**src/rtl/ahb_arbiter_param.sv**
```systemverilog
// AHB-Lite multi-master arbiter and bus mux: fixed-priority or round-robin grant,
// HLOCK and fixed-length burst protection, address/data-phase ownership tracking.
module ahb_arbiter_param #(
  parameter int unsigned NUM_M   = 4,
  parameter int unsigned ADDR_W  = 32,
  parameter int unsigned DATA_W  = 32,
  parameter int unsigned RR_MODE = 1,
  parameter int unsigned DEF_M   = 0,
  parameter int unsigned MW      = 3
) (
  input  logic                       HCLK,
  input  logic                       HRESETn,
  input  logic [NUM_M-1:0]           HBUSREQ,
  input  logic [NUM_M-1:0]           HLOCK,
  input  logic [NUM_M*ADDR_W-1:0]    HADDR_M,
  input  logic [NUM_M*2-1:0]         HTRANS_M,
  input  logic [NUM_M-1:0]           HWRITE_M,
  input  logic [NUM_M*3-1:0]         HSIZE_M,
  input  logic [NUM_M*3-1:0]         HBURST_M,
  input  logic [NUM_M*DATA_W-1:0]    HWDATA_M,
  input  logic                       HREADY_S,
  output logic [NUM_M-1:0]           HGRANT,
  output logic [MW-1:0]              HMASTER,
  output logic                       HMASTLOCK,
  output logic [ADDR_W-1:0]          HADDR_S,
  output logic [1:0]                 HTRANS_S,
  output logic                       HWRITE_S,
  output logic [2:0]                 HSIZE_S,
  output logic [2:0]                 HBURST_S,
  output logic [DATA_W-1:0]          HWDATA_S
);

  localparam int unsigned      CNT_W     = 4;
  localparam logic [1:0]       TR_IDLE   = 2'b00;
  localparam logic [1:0]       TR_NONSEQ = 2'b10;
  localparam logic [1:0]       TR_SEQ    = 2'b11;
  localparam logic [MW-1:0]    DEF_IDX   = MW'(DEF_M);
  localparam logic [NUM_M-1:0] GNT_RST   = NUM_M'(1) << DEF_M;

  typedef enum logic {ST_IDLE = 1'b0, ST_BURST = 1'b1} burst_state_e;

  burst_state_e       state_q, state_d;
  logic [CNT_W-1:0]   beat_cnt_q, beat_cnt_d;
  logic [NUM_M-1:0]   grant_q, grant_d;
  logic [MW-1:0]      hmaster_q, hmaster_d;
  logic [MW-1:0]      data_own_q, data_own_d;
  logic               mastlock_q, mastlock_d;
  logic [MW-1:0]      rr_ptr_q, rr_ptr_d;

  logic [MW-1:0]      gnt_idx;
  logic               lock_own;
  logic               lock_gnt;
  logic [NUM_M-1:0]   req_hi;
  logic               any_req;
  logic [MW-1:0]      win_idx;
  logic [CNT_W-1:0]   burst_len;
  logic               burst_load;
  logic               lock_hold;
  logic               arb_en;

  function automatic logic [MW-1:0] lowest_idx(input logic [NUM_M-1:0] v);
    lowest_idx = '0;
    for (int i = int'(NUM_M) - 1; i >= 0; i--) begin
      if (v[i]) lowest_idx = MW'(i);
    end
  endfunction

  // Index of the current grant and lock requests of grant / address-phase owners
  always_comb begin
    gnt_idx  = '0;
    lock_gnt = HLOCK[0];
    lock_own = HLOCK[0];
    for (int i = 0; i < int'(NUM_M); i++) begin
      if (grant_q[i]) begin
        gnt_idx  = MW'(i);
        lock_gnt = HLOCK[i];
      end
      if (MW'(i) == hmaster_q) lock_own = HLOCK[i];
    end
  end

  // Winner: requesters above rr_ptr first (round-robin), else lowest index
  always_comb begin
    req_hi = '0;
    for (int i = 0; i < int'(NUM_M); i++) begin
      req_hi[i] = HBUSREQ[i] && (MW'(i) > rr_ptr_q);
    end
    any_req = |HBUSREQ;
    win_idx = DEF_IDX;
    if (any_req) begin
      if ((RR_MODE != 0) && (|req_hi)) win_idx = lowest_idx(req_hi);
      else                             win_idx = lowest_idx(HBUSREQ);
    end
  end

  // Address/control follow HMASTER, write data follows the data-phase owner
  always_comb begin
    HADDR_S  = HADDR_M[ADDR_W-1:0];
    HTRANS_S = HTRANS_M[1:0];
    HWRITE_S = HWRITE_M[0];
    HSIZE_S  = HSIZE_M[2:0];
    HBURST_S = HBURST_M[2:0];
    HWDATA_S = HWDATA_M[DATA_W-1:0];
    for (int i = 0; i < int'(NUM_M); i++) begin
      if (MW'(i) == hmaster_q) begin
        HADDR_S  = HADDR_M[i*ADDR_W +: ADDR_W];
        HTRANS_S = HTRANS_M[i*2 +: 2];
        HWRITE_S = HWRITE_M[i];
        HSIZE_S  = HSIZE_M[i*3 +: 3];
        HBURST_S = HBURST_M[i*3 +: 3];
      end
      if (MW'(i) == data_own_q) HWDATA_S = HWDATA_M[i*DATA_W +: DATA_W];
    end
  end

  always_comb begin
    case (HBURST_S)
      3'b010, 3'b011: burst_len = CNT_W'(3);
      3'b100, 3'b101: burst_len = CNT_W'(7);
      3'b110, 3'b111: burst_len = CNT_W'(15);
      default:        burst_len = '0;
    endcase
  end

  // Beat counter FSM; a loading NONSEQ also blocks arbitration on its own edge
  always_comb begin
    state_d    = state_q;
    beat_cnt_d = beat_cnt_q;
    burst_load = 1'b0;
    if (HREADY_S) begin
      case (state_q)
        ST_IDLE: begin
          if ((HTRANS_S == TR_NONSEQ) && (burst_len != '0)) begin
            burst_load = 1'b1;
            beat_cnt_d = burst_len;
            state_d    = ST_BURST;
          end
        end
        ST_BURST: begin
          if (HTRANS_S == TR_IDLE) begin
            beat_cnt_d = '0;
            state_d    = ST_IDLE;
          end else if (HTRANS_S == TR_SEQ) begin
            beat_cnt_d = beat_cnt_q - CNT_W'(1);
            if (beat_cnt_q == CNT_W'(1)) state_d = ST_IDLE;
          end else if (HTRANS_S == TR_NONSEQ) begin
            if (burst_len != '0) begin
              burst_load = 1'b1;
              beat_cnt_d = burst_len;
            end else begin
              beat_cnt_d = '0;
              state_d    = ST_IDLE;
            end
          end
        end
        default: begin
          beat_cnt_d = '0;
          state_d    = ST_IDLE;
        end
      endcase
    end
  end

  assign lock_hold = lock_own && (HTRANS_S != TR_IDLE);
  assign arb_en    = HREADY_S && !lock_hold && (beat_cnt_q == '0) && !burst_load;

  // Grant, pointer and ownership pipeline
  always_comb begin
    grant_d    = grant_q;
    rr_ptr_d   = rr_ptr_q;
    hmaster_d  = hmaster_q;
    data_own_d = data_own_q;
    mastlock_d = mastlock_q;
    if (arb_en) begin
      for (int i = 0; i < int'(NUM_M); i++) begin
        grant_d[i] = (MW'(i) == win_idx);
      end
      if (any_req && (RR_MODE != 0)) rr_ptr_d = win_idx;
    end
    if (HREADY_S) begin
      hmaster_d  = gnt_idx;
      data_own_d = hmaster_q;
      mastlock_d = lock_gnt;
    end
  end

  always_ff @(posedge HCLK or negedge HRESETn) begin
    if (!HRESETn) begin
      state_q    <= ST_IDLE;
      beat_cnt_q <= '0;
      grant_q    <= GNT_RST;
      hmaster_q  <= DEF_IDX;
      data_own_q <= DEF_IDX;
      mastlock_q <= 1'b0;
      rr_ptr_q   <= DEF_IDX;
    end else begin
      state_q    <= state_d;
      beat_cnt_q <= beat_cnt_d;
      grant_q    <= grant_d;
      hmaster_q  <= hmaster_d;
      data_own_q <= data_own_d;
      mastlock_q <= mastlock_d;
      rr_ptr_q   <= rr_ptr_d;
    end
  end

  assign HGRANT    = grant_q;
  assign HMASTER   = hmaster_q;
  assign HMASTLOCK = mastlock_q;

endmodule

```
**config.mk**
```make
export PLATFORM = sky130hd
export DESIGN_NAME = ahb_arbiter_param
export DESIGN_NICKNAME = d
export VERILOG_FILES = /design/src/rtl/ahb_arbiter_param.sv
export SDC_FILE = /design/constraint.sdc
export NUM_CORES = 1
export LEC_CHECK = 0
export CORE_AREA = 2 2 148 150
export DETAILED_ROUTE_END_ITERATION = 16
export DIE_AREA = 0 0 150 152
export PLACE_DENSITY = 0.59
export REMOVE_ABC_BUFFERS = 1
export SLEW_MARGIN = 15
export SYNTH_ARGS = -nofsm -noshare
export SYNTH_HDL_FRONTEND = slang
export SYNTH_SLANG_ARGS = --single-unit
```
**constraint.sdc**
```tcl
create_clock -name HCLK -period 5.4 [get_ports HCLK]
set_input_delay 1.08 -clock HCLK [delete_from_list [all_inputs] [get_ports HCLK]]
set_output_delay 1.08 -clock HCLK [all_outputs]
set_load 0.1 [all_outputs]
```
==> results by group <==
Status
  • Status: finished, final reports clean

Floorplan
  • Num rows: 54
  • Die height: 152 µm
  • Starting Density: 0.131
  • Total core area: 21,400 µm²
  • Die area: 22,800 µm²
  • Die X: around 150 µm
  • IO Pins: 384

STA
  • Final hold violation count: 0
  • FMAX: roughly 0.24 GHz
  • Final worst setup slack: between 1000 and 1500 ps
  • Actual slew at the worst max-slew pin: 1110 ps
  • RSZ-0062 raised after global routing: no
  • Max Slew Vio Count: 0
  • Clk_skew: 0.968 ps
  • Final setup TNS: 0 ps
  • Max-slew headroom: 0.259
  • Final period utilization: 0.786
  • Finish-stage setup viols: 0
  • Final min period: 4250 ps

Route
  • Drt via density: 4.22
  • DR WL/cell: roughly 18 µm
  • Routed WL: roughly 15 mm
  • Drt first pass iters: 4
  • Drc violations: 0
  • Total number of vias: 3,623
  • First DRT Iteration DRCs: roughly 150
  • Remaining antenna violation count: 0

Setup path
  • Critical Path Sink Type: output port
  • Crit path largest cell delay: 1000 ps
  • Family with the most delay on the worst path: buffers and inverters
  • Critical path launch point type: flip-flop
  • Max Fanout on Critical Path: 29
  • R2r startpoint: HMASTER[0]
  • WP data arrival: 3170 ps
  • Slowest CP cell: clkdlybuf4s50_1
  • Reg-to-reg slack, setup: 1790 ps
  • Reg2Reg Depth: 8
  • Reg-to-Reg End: rr_ptr_q[1]
  • CP required: around 4300 ps
  • Buf/Inv on CP: 2
  • WS Path Type: flip-flop to output port
  • Crit-path cells: buf_4 -> mux4_2 -> clkdlybuf4s50_1

Place
  • Pre-CTS WS: 1260 ps
  • HPWL after DPL: 13.7 mm
  • Routability cong.: a little under 1
  • Port bufs: roughly 380

Layout
  • Synth-to-Final Area Change: 151%
  • Final core utilization: 0.328
  • N_diodes: 0
  • Nets: 889
  • Number of fill cells: roughly 2,100
  • Layout cells sized above 1: 0.161

Logic synthesis
  • Post-synth EDFFs: 0
  • Async SR Flop Fraction: 1.00
  • Seq cells post-synth: 16
  • Count of cell types in the netlist: 40
  • Mean Syn Cell Area: 13.3 µm²
  • Sequential element share of the synthesized area: 0.144
  • Synth Warn #: 0
  • Cell count after synthesis: 210
  • Synthesized area: approximately 2800 µm²
  • Main synth FF type: dfrtp_1

Flow run
  • Max cap viols: 0

Worst hold path
  • Hold Path Stages: 1
  • Hold Crit Class: flip-flop to flip-flop
  • Worst hold endpoint: data_own_q[1]
  • Worst Hold Launch: data_own_q[1]

Pwr
  • Int Pwr: roughly 1.5 mW
  • Psw: 2.96 mW
  • Seq pwr share: 0.087
  • Maximum vdd drop: 0.350 mV
  • Switching portion of total power: 0.661
  • Clock network power share: 0.035
  • Comb pwr share: 0.878
  • Leakage: 2.47 nW
  • Cell area power density: 639 nW/µm²
  • Total power: 4.47 mW

CTS
  • Clock Latency Late Sink: roughly 240 ps
  • CTS tree: built
  • Post-CTS Setup Inserts: 0
  • CTS root buf: clkbuf_16
  • CTS Hold Bufs: 0
  • Clk sinks: 16
  • Post-cts gate resize count: 0
  • Number of H-tree levels: 1
  • Clock buffer depth: 2
  • Total CTS buffers: 3
  • Clock transition at the registers of the reported paths: 50 ps

GRT
  • Largest net degree at the start of global routing: 47
  • Met1 Usage GRT: 0.153
  • Gr usage total: 0.126
  • Initial antenna violation count: 0
  • GRT busiest layer: met2
  • Met3 usage: 0.0309
  • First-pass GRT wire length: approximately 22 mm
  • Vias in the first global route: between 3,000 and 4,000
  • GRT Residual Overflow: 0
  • Met2 usage: 0.234
power by group through the flow:
stage / logic (mW) / clock network, mW / registers, mW
floorplan: 2.80 / 0 / 0.557
global placement: 3.92 / 0 / 0.391
detailed placement: 3.94 / 0 / 0.398
CTS: 3.95 / 0.163 / 0.396
global route: 4.05 / 0.167 / 0.420
finish: 3.93 / 0.157 / 0.387
kinds of logic (layout without fill, tap and decap cells):
group                      count (synthesis)  in the layout  synth area share
buffers and inverters                     30            399            0.0444
muxes                                     83             83             0.627
AOI/OAI and AO/OA                         37             37            0.0861
adders and majority gates                  6              6            0.0269
DFF                                       16             16             0.144
and+or+nand+nor                           37             37            0.0700
other                                      1              1           0.00134
synth_stat cells (2+ instances only):
master / n / area [µm²]
nor2_1: 8 / 30.0
nand2_1: 8 / 30.0
dfrtp_1: 15 / 375
mux2i_1: 6 / 60.1
nor3_1: 2 / 10.0
nand3_1: 3 / 15.0
buf_1: 9 / 33.8
inv_1: 8 / 30.0
ha_1: 6 / 75.1
nand2b_1: 6 / 37.5
clkbuf_1: 11 / 41.3
mux2_2: 2 / 22.5
a31oi_1: 3 / 18.8
a21oi_1: 11 / 55.1
mux4_2: 73 / 1640
o21ai_0: 12 / 60.1
nor2b_1: 3 / 18.8
mux2_1: 2 / 22.5
worst max path at each step:
stage	start	end	slack (ps)	cells past startpoint
2_1_floorplan	HMASTER[0]	rr_ptr_q[1]	440	7
3_3_place_gp	HADDR_M[73]	HADDR_S[9]	1260	3
3_5_place_dp	HADDR_M[73]	HADDR_S[9]	1260	3
4_1_cts	HMASTER[0]	HADDR_S[20]	1070	3
5_1_grt	HMASTER[0]	HADDR_S[20]	940	3
6_report	HMASTER[0]	HADDR_S[20]	1150	3
flip-flops by register name (all words and copies together) (netlist names):
name,flops
data_own_q,2
beat_cnt_q,4
rr_ptr_q,2
state_q,1
HMASTLOCK,1
HMASTER,2
HGRANT,4
cell usage in the layout (no fill, tap or decap), types with 2 or more instances in the layout:
cell and n:
mux2_1 2, a31oi_1 3, inv_1 8, ha_1 6, mux2_2 2, clkbuf_16 3, nand2b_1 6, nor2_1 8
buf_4 5, mux4_2 73, dfrtp_1 12, nand2_1 8, dfrtp_2 3, nor2b_1 3, a21oi_1 11, clkdlybuf4s50_1 382
nor3_1 2, mux2i_1 6, nand3_1 3, o21ai_0 12
per-layer routing:
layer / share of wire / routed length (µm)
met4: 0.0049 / 76
met1: 0.38 / 5880
met2: 0.52 / 8040
met3: 0.093 / 1440
met5: 0 / 0
per-stage QoR:
| step | std cells | instance area (µm²) | hold slack (ps) |
|---|---|---|---|
| CTS | 859 | 7000 | 517 |
| global placement | 855 | 6910 | 494 |
| detailed placement | 855 | 6910 | 505 |
| global route | 859 | 7000 | 545 |
| floorplan | 188 | 2700 | 495 |
| finish | 859 | 7000 | 512 |
area by class of cell:
| type | instances | area (µm²) | share of cell area |
|---|---|---|---|
| repair buffers | 387 | 3860 | 0.552 |
| multi-input cells | 164 | 2260 | 0.323 |
| flip-flops and latches | 16 | 405 | 0.0579 |
| well taps | 280 | 350 | 0.0501 |
| clock buffers | 4 | 88.8 | 0.0127 |
| inverters | 8 | 30.0 | 0.00429 |
Power figures use the tool's default switching activity.
